$ cat config.mk
export PLATFORM = sky130hd
export DESIGN_NAME = clock_display_driver
export DESIGN_NICKNAME = d
export VERILOG_FILES = /design/src/rtl/clock_display_driver.sv
export SDC_FILE = /design/constraint.sdc
export NUM_CORES = 1
export LEC_CHECK = 0
export BUFFER_PORTS_ARGS = -buffer_cell sky130_fd_sc_hd__buf_4
export CAP_MARGIN = 5
export CORE_MARGIN = 1.5
export CORE_UTILIZATION = 50
export DETAILED_ROUTE_END_ITERATION = 12
export PLACE_DENSITY = 0.69
export SKIP_CTS_REPAIR_TIMING = 1
export SLEW_MARGIN = 25
export SYNTH_ARGS = -nofsm -noshare
export SYNTH_HDL_FRONTEND = slang
export SYNTH_SLANG_ARGS = --single-unit
$ cat constraint.sdc
create_clock -name clk -period 3.4 [get_ports clk]
set_input_delay 0.17 -clock clk [delete_from_list [all_inputs] [get_ports clk]]
set_output_delay 0.17 -clock clk [all_outputs]
set_load 0.005 [all_outputs]
$ cat src/rtl/clock_display_driver.sv
// Six-digit multiplexed HH MM SS driver for a common-anode 7-segment display,
// with a latched, blinking alarm indicator that clears on ack or after a timeout.
module clock_display_driver #(
    parameter int SCAN_DIV     = 1000,
    parameter int BLINK_FRAMES = 8,
    parameter int RING_FRAMES  = 480
) (
    input  logic       clk,
    input  logic       reset,
    input  logic [4:0] hour,
    input  logic [5:0] min,
    input  logic [5:0] sec,
    input  logic       alarm,
    input  logic       ack,
    output logic [5:0] an,
    output logic [6:0] seg,
    output logic       dp,
    output logic       ringing
);

    localparam int PW = (SCAN_DIV > 1) ? $clog2(SCAN_DIV) : 1;
    localparam int BW = $clog2(BLINK_FRAMES + 1);
    localparam int RW = $clog2(RING_FRAMES + 1);
    localparam logic [PW-1:0] SCAN_LAST  = PW'(SCAN_DIV - 1);
    localparam logic [BW-1:0] BLINK_LAST = BW'(BLINK_FRAMES - 1);
    localparam logic [RW-1:0] RING_LAST  = RW'(RING_FRAMES - 1);
    localparam logic [6:0]    SEG_DASH   = 7'b0111111;

    logic [PW-1:0] prescaler;
    logic [2:0]    digit_idx;
    logic [4:0]    snap_h;
    logic [5:0]    snap_m;
    logic [5:0]    snap_s;
    logic          alarm_prev;
    logic          blink_phase;
    logic [BW-1:0] blink_frames;
    logic [RW-1:0] ring_frames;

    logic          scan_tc;
    logic          frame_tick;
    logic          alarm_rise;

    logic [5:0]    field;
    logic          field_bad;
    logic          use_tens;
    logic [5:0]    quot;
    logic [5:0]    rem;
    logic [3:0]    digit;
    logic [5:0]    an_next;
    logic [6:0]    seg_next;
    logic          dp_next;

    function automatic logic [6:0] seg_code(input logic [3:0] d);
        logic [6:0] s;
        case (d)
            4'd0:    s = 7'b1000000;
            4'd1:    s = 7'b1111001;
            4'd2:    s = 7'b0100100;
            4'd3:    s = 7'b0110000;
            4'd4:    s = 7'b0011001;
            4'd5:    s = 7'b0010010;
            4'd6:    s = 7'b0000010;
            4'd7:    s = 7'b1111000;
            4'd8:    s = 7'b0000000;
            4'd9:    s = 7'b0010000;
            default: s = 7'b1111111;
        endcase
        return s;
    endfunction

    assign scan_tc    = (prescaler == SCAN_LAST);
    assign frame_tick = scan_tc && (digit_idx == 3'd5);
    assign alarm_rise = alarm && !alarm_prev;

    always_ff @(posedge clk or negedge reset) begin
        if (!reset) begin
            prescaler <= '0;
            digit_idx <= 3'd0;
            snap_h    <= 5'd0;
            snap_m    <= 6'd0;
            snap_s    <= 6'd0;
        end else begin
            if (scan_tc) begin
                prescaler <= '0;
                digit_idx <= (digit_idx == 3'd5) ? 3'd0 : digit_idx + 3'd1;
            end else begin
                prescaler <= prescaler + 1'b1;
            end
            if (frame_tick) begin
                snap_h <= hour;
                snap_m <= min;
                snap_s <= sec;
            end
        end
    end

    // Pick the field feeding the current digit and split it into tens/ones.
    always_comb begin
        field     = 6'd0;
        field_bad = 1'b0;
        use_tens  = digit_idx[0];
        case (digit_idx)
            3'd0, 3'd1: begin
                field     = snap_s;
                field_bad = (snap_s > 6'd59);
            end
            3'd2, 3'd3: begin
                field     = snap_m;
                field_bad = (snap_m > 6'd59);
            end
            3'd4, 3'd5: begin
                field     = {1'b0, snap_h};
                field_bad = (snap_h > 5'd23);
            end
            default: begin
                field     = 6'd0;
                field_bad = 1'b1;
            end
        endcase
        quot     = field / 6'd10;
        rem      = field % 6'd10;
        digit    = use_tens ? quot[3:0] : rem[3:0];
        seg_next = field_bad ? SEG_DASH : seg_code(digit);
        an_next  = ~(6'b000001 << digit_idx);
        dp_next  = !(((digit_idx == 3'd2) || (digit_idx == 3'd4)) && !snap_s[0]);
    end

    // Blanking only gates the anodes and colon; segment data keeps tracking the scan.
    always_ff @(posedge clk or negedge reset) begin
        if (!reset) begin
            an  <= 6'b111111;
            seg <= 7'b1111111;
            dp  <= 1'b1;
        end else begin
            an  <= blink_phase ? 6'b111111 : an_next;
            seg <= seg_next;
            dp  <= blink_phase ? 1'b1 : dp_next;
        end
    end

    // Ack has priority over a coincident alarm edge; a timeout also drops the blink phase.
    always_ff @(posedge clk or negedge reset) begin
        if (!reset) begin
            alarm_prev   <= 1'b0;
            ringing      <= 1'b0;
            blink_phase  <= 1'b0;
            blink_frames <= '0;
            ring_frames  <= '0;
        end else begin
            alarm_prev <= alarm;
            if (ack) begin
                ringing     <= 1'b0;
                blink_phase <= 1'b0;
            end else if (alarm_rise) begin
                ringing      <= 1'b1;
                blink_phase  <= 1'b0;
                blink_frames <= '0;
                ring_frames  <= '0;
            end else if (!ringing) begin
                blink_phase <= 1'b0;
            end else if (frame_tick) begin
                ring_frames <= ring_frames + 1'b1;
                if (blink_frames == BLINK_LAST) begin
                    blink_frames <= '0;
                    blink_phase  <= !blink_phase;
                end else begin
                    blink_frames <= blink_frames + 1'b1;
                end
                if (ring_frames == RING_LAST) begin
                    ringing     <= 1'b0;
                    blink_phase <= 1'b0;
                end
            end
        end
    end

endmodule

==> impl_metrics.tcl, run 1 <==
set metrics [dict create \
    synthSimpleGateAreaFrac_pct 18.1 \
    dr.max_layer_used "met4" \
    ys.warnings.count 0 \
    dpl.cell_count 447 \
    fin_skew_ps 6.13 \
    period_minus_slack_ps 3220 \
    ant_nets 0 \
    synth_compound_area_share_pct 18.1 \
    yosysTopAreaCellShare_pct 33.1 \
    crit_slowest_cell "dfrtp_2" \
    setup_ws_ps 177 \
    io_pins 36 \
    clk_pin_slew_worst_paths_ps 70 \
    antennaDiodeCount 0 \
    drt_iter0_markers 133 \
    synth_ff_type "dfrtp_1" \
    synthArstFlopShare_pct 100 \
    grt_usage_pct 21.2 \
    die_w_um 86.3 \
    critical_path_arrival_ps 3490 \
    yosysSeqAreaShare_pct 43.7 \
    routedWlPerCell_um 15.3 \
    initial_core_util_pct 51.4 \
    synth-seq-cells 60 \
    fp.dieH_um 86.3 \
    cp_max_fo 10 \
    layout-drive-gt1-share_pct 35.4 \
    slowest_delay_ps 410 \
    synth_edf_count 0 \
    syn_area_per_cell_um2 10.5 \
    worst-slew-pin-transition_ps 751 \
    dr_wl_met2_um 3700 \
    drt_wl_total_um 7150 \
    wirelength_met1_um 3110 \
    yosysUniqueCellTypes 73 \
    dr_wl_met3_um 218 \
    worst_setup_path_end_kind "register" \
    hold_path.class "in2reg" \
    synth_top_cell_by_area "dfrtp_1" \
    power_density_mw_per_mm2 335 \
    drv_cap 0 \
    synth.area.mux_share_pct 8.03 \
    path_cells "clkinv_4, nor2_2, ha_4, nand2_1, o221a_4, inv_6, ha_4, a2111oi_2, o21ai_2, o2111ai_4, xnor2_2, o21ai_2, buf_4, ha_2, inv_1, o21ai_0, a221o_1, a31oi_1" \
    clock.fmax_mhz 310 \
    fp.dieArea_mm2 0.00746 \
    cp_num_buf_inv 4 \
    synth_area_leaders "dfrtp_1 33%, dfstp_2 11%, mux2_2 6.2%" \
    fin_crit_sh_pct 94.8 \
    io_buffers 35 \
    hold_viol_final 0 \
    antenna_found_initial 0 \
    grt-ovfl-total 0 \
    place_ws_ps 2.38 \
    synth_top_family_by_area "simple AND/OR/NAND/NOR gates" \
    relSlewSlack_pct 50.0 \
    via_count 2680 \
    num-fill-cells 553 \
    synthesis.area_mm2 0.00347 \
    ir_drop_v 0.000224 \
    path_delay_family "compound AO/OA/AOI/OAI gates" \
    netlist_instances 330 \
    syn_to_final_growth_pct 20.5 \
    power_leakage_nw 1.82 \
    firstDrtPassIters 4 \
    drc_errors 0 \
    syn_nets 362 \
    worstPathRequired_ps 3660 \
    grt_max_degree 61 \
    start_kind "register" \
    synth-xor-area-share_pct 4.29 \
    cts_tree "built" \
    grt_pass1_wl_um 12200 \
    numCtsBuffers 9 \
    via_per_inst 5.74 \
    clock-sinks 60 \
    status "completed" \
    setup.worst_path.class "reg2reg" \
    clockRootBuffer "clkbuf_8" \
    rsz0062_at_grt "no" \
    grt_pass1_vias 2610 \
    core_mm2 0.00676 \
    slew_viol_final 0 \
    gp_congestion 0.831 \
    floorplan.rows 30 \
    dp_hpwl_um 5080 \
    htreeDepth 3 \
    yosys.area_share.adder_pct 3.96 \
    fin_cells 467 \
    setup_violations 0 \
    nets 414 \
    clock_latency_ps 340 \
    clk_path_buf_depth 2 \
]
==> per-layer routing <==
metal  vias up  global-route usage (%)
met5         -                       0
met3        10                    3.71
met4         0                    9.68
met1      1313                    25.9
li1       1310                       -
met2        47                    36.6
==> area by class of cell <==
class	instances	area [µm²]	area share, %
Multi-Input combinational cell	244	1880	45.0
Sequential cell	60	1520	36.3
Timing Repair Buffer	54	414	9.89
Clock buffer	13	191	4.57
Tap cell	80	100	2.39
Inverter	13	61.3	1.46
Clock inverter	3	15.0	0.359
==> worst reg2reg max path: stages (launching register included) <==
cell and delay, ps:
dfrtp_2 410, clkinv_4 60, nor2_2 140, ha_4 170
nand2_1 60, o221a_4 150, inv_6 110, ha_4 230
a2111oi_2 340, o21ai_2 130, o2111ai_4 130, xnor2_2 140
o21ai_2 100, buf_4 160, ha_2 180, inv_1 50
o21ai_0 80, a221o_1 340, a31oi_1 180
==> registers in the layout (all words and copies together), names as in the netlist, 3 cells and up <==
register / cells
snap_s: 6
seg: 7
snap_h: 5
blink_frames: 4
prescaler: 10
an: 6
digit_idx: 3
ring_frames: 9
snap_m: 6
==> logic make-up after synthesis <==
logic type,after synthesis
simple gates,117
compound gates,74
flops,60
buf+inv,26
mux,25
xor+xnor,17
fa+ha+maj,11
==> report_power, final <==
part	leakage [nW]	internal (W)	switching [W]
clock network	0.109	0.000370	0.000275
logic	0.949	0.0000194	0.0000221
registers	0.763	0.000716	0.00000144
==> cell usage in the layout (no fill, tap or decap), types with 3 or more instances in the layout <==
master / synthesis / routed
buf_4: 3 / 51
dfrtp_1: 46 / 44
nor2_1: 34 / 32
nand2_1: 26 / 25
mux2_2: 19 / 19
o21ai_0: 17 / 16
dfstp_2: 14 / 14
xor2_1: 11 / 11
clkbuf_8: 0 / 10
nand2b_1: 8 / 8
a21oi_1: 8 / 8
inv_1: 10 / 8
nand3_1: 7 / 7
ha_1: 11 / 7
nor3_1: 6 / 6
nand4_1: 6 / 6
mux2i_1: 5 / 5
xnor2_1: 6 / 5
nor2_2: 2 / 4
a31oi_1: 4 / 4
or3_1: 4 / 4
o21ai_1: 3 / 3
o21ai_2: 2 / 3
and3_1: 3 / 3
nor4_1: 3 / 3
o211ai_1: 3 / 3
nor2b_1: 3 / 3
o21a_1: 3 / 3
o31ai_1: 3 / 3
clkinv_2: 0 / 3
==> per-stage QoR <==
| step | power, W | setup TNS [ps] | cell area (µm²) | hold WS [ps] | utilization, % |
|---|---|---|---|---|---|
| finish | 0.00140 | 0 | 4190 | 20.9 | 62.0 |
| global route | 0.00146 | 0 | 4190 | 26.8 | 62.0 |
| floorplan | 0.000736 | 0 | 3540 | -126 | - |
| CTS | 0.00142 | -61.6 | 4130 | -79.3 | 61.2 |
| global placement | 0.000771 | 0 | 3930 | 289 | 58.1 |
| detailed placement | 0.000771 | 0 | 3930 | 294 | 58.1 |
==> synth_stat cells, types with 4 or more instances <==
| cell | count |
|---|---|
| dfrtp_1 | 46 |
| nor3_1 | 6 |
| xnor2_1 | 6 |
| mux2i_1 | 5 |
| dfstp_2 | 14 |
| nor2_1 | 34 |
| nand2_1 | 26 |
| ha_1 | 11 |
| o21ai_0 | 17 |
| or3_1 | 4 |
| clkbuf_1 | 4 |
| a31oi_1 | 4 |
| nand2b_1 | 8 |
| nand3_1 | 7 |
| inv_1 | 10 |
| xor2_1 | 11 |
| a21oi_1 | 8 |
| mux2_2 | 19 |
| nand4_1 | 6 |
==> final timing paths <==
| check | start | to | slack (ps) | depth (start not counted) |
|---|---|---|---|---|
| max reg2reg | digit_idx[0] | seg[5] | 180 | 18 |
| min | ack | ringing | 20 | 2 |
| max | digit_idx[0] | seg[5] | 180 | 18 |
| min in group asynchronous | reset | snap_h[2] | 430 | 2 |
| min reg2reg | prescaler[8] | prescaler[8] | 490 | 1 |
| max in group asynchronous | reset | digit_idx[0] | 2430 | 2 |
Note: power is estimated with default switching activity, not from simulation.
==> run 2: changes to the inputs <==
--- a/config.mk
+++ b/config.mk
@@ -8,9 +8,9 @@
 export BUFFER_PORTS_ARGS = -buffer_cell sky130_fd_sc_hd__buf_4
 export CAP_MARGIN = 5
 export CORE_MARGIN = 1.5
-export CORE_UTILIZATION = 50
+export CORE_UTILIZATION = 53
 export DETAILED_ROUTE_END_ITERATION = 12
-export PLACE_DENSITY = 0.69
+export PLACE_DENSITY = 0.73
 export SKIP_CTS_REPAIR_TIMING = 1
 export SLEW_MARGIN = 25
 export SYNTH_ARGS = -nofsm -noshare
==> run 2 against run 1 <==
  * First-iteration DRC count fell by 1.5%
  * Worst hold slack improved by 13 ps
  * Die area fell by 5.5%
  * Via count rose by 2.4%
  * Register-to-register slack barely moved
  * Clock power fell by 14%
  * Sequential cell count did not move
  * Maximum frequency fell by 0.14%
  * Critical endpoint is now seg[3]
  * Global-route usage rose by 1.4 points
  * Routed wire length rose by 2.5%
==> impl_metrics.tcl, run 2 (synthesis gave the netlist of run 1 again) <==
set metrics [dict create \
    reg_top3 "prescaler: 10 flops, ring_frames: 9 flops, seg: 7 flops" \
    setup.worst_path.class "reg2reg" \
    start_kind "register" \
    grt.busiest_layer "met2" \
    via_count 2743 \
    fp.dieArea_mm2 0.00705 \
    worst_setup_path_end_kind "register" \
    dp_hpwl_um 5140 \
    status "completed" \
    antenna_found_initial 0 \
    final_cell_mix "52 x buf_4, 44 x dfrtp_1, 32 x nor2_1" \
    final_common_cell "buf_4" \
    drc_errors 0 \
    cp_max_fo 10 \
    drt_wl_total_um 7320 \
    via_per_inst 5.89 \
    syn_to_final_growth_pct 20.0 \
    layout-drive-gt1-share_pct 35.5 \
    setup_ws_ps 173 \
    clock.fmax_mhz 310 \
    die_w_um 84.0 \
    clock_latency_ps 340 \
    regMostFlops "prescaler" \
    grt_pass1_wl_um 12700 \
    clk_pin_slew_worst_paths_ps 70 \
    clock-sinks 60 \
    power_density_mw_per_mm2 316 \
    clockRootBuffer "clkbuf_8" \
    initial_core_util_pct 54.7 \
    place_ws_ps -25.1 \
    drt_iter0_markers 131 \
    power_leakage_nw 1.80 \
    core_mm2 0.00635 \
    worstPathRequired_ps 3680 \
    fin_skew_ps 10.6 \
    nets 416 \
    worstReg2RegStart "digit_idx[0]" \
    slew_viol_final 0 \
    grt_pass1_vias 2734 \
    grt-ovfl-total 0 \
    final_core_util_pct 65.6 \
    ir_drop_v 0.000295 \
    io_buffers 35 \
    hp-start "ack" \
    met3_usage_pct 6.43 \
    gr-usage-met1_pct 28.9 \
    grt_usage_pct 22.6 \
    numCtsBuffers 9 \
    fp.dieH_um 84.0 \
    htreeDepth 3 \
    startpoint "digit_idx[0]" \
    worst-slew-pin-transition_ps 746 \
    setup_violations 0 \
    met2_usage_pct 36.4 \
    firstDrtPassIters 4 \
    clk_path_buf_depth 2 \
    floorplan.rows 29 \
    period_minus_slack_ps 3230 \
    io_pins 36 \
    ant_nets 0 \
    critical_path_arrival_ps 3510 \
    hold_path.class "in2reg" \
    grt_max_degree 61 \
    largest_reg_flops 10 \
    relSlewSlack_pct 50.3 \
    drv_cap 0 \
    cts_tree "built" \
    antennaDiodeCount 0 \
    fin_crit_sh_pct 94.9 \
    hold_viol_final 0 \
    gp_congestion 0.901 \
    routedWlPerCell_um 15.7 \
]
-- run 2: final timing paths --
check,endpoint,slack [ps],cells after the start
max in group asynchronous,digit_idx[0],2410,2
hold / removal,ringing,30,2
setup / recovery,seg[3],170,18
hold reg to reg,prescaler[0],480,1
min in group asynchronous,snap_h[3],430,2
setup reg to reg,seg[3],170,18
-- run 2: layout make-up --
type                    count  area [µm²]
clock buffers              14         153
clock inverters             2        12.5
fillers                   518        2180
inverters                  13        63.8
multi-input cells         244        1890
flip-flops and latches     60        1520
well taps                  77        96.3
repair buffers             56         427
-- run 2: layer usage --
metal | part of all wire, % | vias to the layer above
li1 | - | 1319
met1 | 44 | 1332
met2 | 49 | 72
met3 | 4.8 | 20
met4 | 2.4 | 0
met5 | 0 | -
-- run 2: through the flow --
step	TNS, ps	instances	instance area [µm²]	total power, W	hold slack (ps)
after floorplan	0	330	3540	0.000736	-126
after global placement	0	443	3920	0.000771	283
after detailed placement	-38.6	443	3920	0.000771	289
after CTS	-56.7	459	4080	0.00133	-86.8
after global routing	-2.31	466	4170	0.00137	25.2
final	0	466	4170	0.00132	33.5
-- run 2: worst max-delay path, cell delays in order, from the launching register on --
cell       delay, ps
dfrtp_2          450
clkinv_4          70
nor2_4            40
ha_4             160
nand2_1           80
o221a_4          230
inv_8             60
ha_4             240
inv_1             90
nor3_1            60
o21ai_1          230
o2111ai_4        170
xnor2_2          170
o21ai_2          200
ha_2             230
nand2b_1         100
a21oi_1           80
o311ai_2         300
o41a_1           210
-- run 2: power by group --
group	switching, W	leakage [nW]	internal, W
sequential	0.00000154	0.763	0.000716
combinational	0.0000223	0.961	0.0000194
clock	0.000273	0.0807	0.000284
total	0.000296	1.80	0.00102
==> run 3: changes to the inputs <==
--- a/config.mk
+++ b/config.mk
@@ -10,7 +10,7 @@
 export CORE_MARGIN = 1.5
 export CORE_UTILIZATION = 53
 export DETAILED_ROUTE_END_ITERATION = 12
-export PLACE_DENSITY = 0.73
+export PLACE_DENSITY = 0.75
 export SKIP_CTS_REPAIR_TIMING = 1
 export SLEW_MARGIN = 25
 export SYNTH_ARGS = -nofsm -noshare
==> run 3 against run 2 <==
  * Clock-buffer cell count decreased by 1
  * Sequential cell count unchanged
  * Sequential share of layout area decreased by 1.1 points
  * Maximum frequency decreased by 1.9%
  * Clock skew fell by 2.6 ps
  * First-iteration DRC count is 8.4% higher
  * Clock power is 36% higher
  * Total power rose by 15%
  * Non-clock buffer count rose by 7
  * Combinational power about the same
  * Routed wire length up 4.5%
  * Critical endpoint unchanged
  * Largest cell class unchanged
  * Highest routed layer unchanged
==> impl_metrics.tcl, run 3 (synthesis gave the netlist of run 1 again) <==
set metrics [dict create \
    floorplan.rows 29 \
    worstReg2RegEnd "seg[3]" \
    firstDrtPassIters 4 \
    start_kind "register" \
    via_per_inst 5.97 \
    grt_max_degree 61 \
    path_cells "buf_6, nand2b_4, o221a_4, inv_8, ha_4, inv_2, nor2_1, o21a_1, o32ai_1, ha_2, inv_1, nand2_4, mux2_4, o41a_1" \
    ir_drop_v 0.000340 \
    clock-sinks 60 \
    antenna_found_initial 0 \
    core_mm2 0.00635 \
    clk_pin_slew_worst_paths_ps 70 \
    layout-drive-gt1-share_pct 37.1 \
    fin_skew_ps 8.03 \
    startpoint "digit_idx[0]" \
    clockRootBuffer "clkbuf_8" \
    critical_path_arrival_ps 3550 \
    hold_viol_final 0 \
    dp_hpwl_um 5200 \
    antennaDiodeCount 0 \
    reg_top3 "prescaler: 10 flops, ring_frames: 9 flops, seg: 7 flops" \
    setup.worst_path.class "reg2reg" \
    initial_core_util_pct 54.7 \
    drt_iter0_markers 142 \
    power_leakage_nw 1.87 \
    syn_to_final_growth_pct 23.8 \
    min_path_cells 2 \
    relSlewSlack_pct 50.5 \
    via_count 2826 \
    fp.dieH_um 84.0 \
    power_density_mw_per_mm2 353 \
    setup_violations 0 \
    fin_hold_ws_ps 43.5 \
    timing.setup.tns_ps 0 \
    hold_path_end "ringing" \
    io_buffers 35 \
    grt_pass1_wl_um 13100 \
    largest_reg_flops 10 \
    worst_setup_path_end_kind "register" \
    drt_wl_total_um 7660 \
    die_w_um 84.0 \
    worstPathRequired_ps 3660 \
    regMostFlops "prescaler" \
    final_common_cell "buf_4" \
    crit_slowest_cell "dfrtp_2" \
    final_cell_mix "60 x buf_4, 44 x dfrtp_1, 32 x nor2_1" \
    r2r_cells 14 \
    io_pins 36 \
    clock.fmax_mhz 304 \
    worstReg2RegStart "digit_idx[0]" \
    grt-ovfl-total 0 \
    clock_latency_ps 340 \
    routedWlPerCell_um 16.2 \
    ant_nets 0 \
    final_core_util_pct 67.7 \
    r2r_slack_ps 110 \
    htreeDepth 3 \
    drv_cap 0 \
    cts_tree "built" \
    clk_path_buf_depth 2 \
    gp_congestion 0.911 \
    grt_pass1_vias 2709 \
    hp-start "ack" \
    drc_errors 0 \
    status "completed" \
    grt_usage_pct 23.3 \
    fp.dieArea_mm2 0.00705 \
    cp_max_fo 7 \
    worst-slew-pin-transition_ps 742 \
    slowest_delay_ps 440 \
    period_minus_slack_ps 3290 \
    slew_viol_final 0 \
    report.power.total_w 0.00152 \
    numCtsBuffers 9 \
    nets 423 \
    fin_crit_sh_pct 96.8 \
    hold_path.class "in2reg" \
]
run 3: report_power, final:
group / internal, W / switching [W] / total, W
Sequential: 0.000716 / 0.00000165 / 0.000718
Combinational: 0.0000194 / 0.0000225 / 0.0000419
Clock: 0.000475 / 0.000286 / 0.000760
Total: 0.00121 / 0.000310 / 0.00152
run 3: worst max path at each step:
stage | end | slack [ps] | depth (start not counted)
after floorplan | seg[3] | 4 | 18
after global placement | seg[3] | 80 | 15
after detailed placement | seg[0] | -40 | 15
after CTS | seg[3] | -50 | 15
after global routing | seg[5] | -50 | 14
final | seg[3] | 110 | 14
run 3: area by class of cell:
cell class	instances	area, µm²
Sequential cell	60	1520
Fill cell	483	2050
Multi-Input combinational cell	244	1900
Inverter	13	63.8
Tap cell	77	96.3
Clock inverter	3	68.8
Clock buffer	13	169
Timing Repair Buffer	63	482
run 3: through the flow:
stage	setup WS [ps]	std cells	area (µm²)
global placement	77.8	445	3930
finish	110	473	4300
global route	-45.7	473	4300
CTS	-50.2	461	4170
floorplan	4.36	330	3540
detailed placement	-44.9	445	3930
run 3: metal layers:
| metal | wire length (µm) | vias up | track usage (%) | part of all wire [%] |
|---|---|---|---|---|
| met4 | 148 | 0 | 5.22 | 1.9 |
| li1 | - | 1327 | - | - |
| met5 | 0 | - | 0 | 0 |
| met2 | 3890 | 87 | 39.0 | 51 |
| met1 | 3300 | 1390 | 30.3 | 43 |
| met3 | 316 | 22 | 6.33 | 4.1 |
run 3: worst max-delay path: cells and delay by family, from the launching register on:
kind / cells / cell delay, ps
compound gates: 4 / 1180
fa+ha+maj: 2 / 520
simple gates: 3 / 300
mux: 1 / 340
flops: 1 / 440
buf+inv: 4 / 430
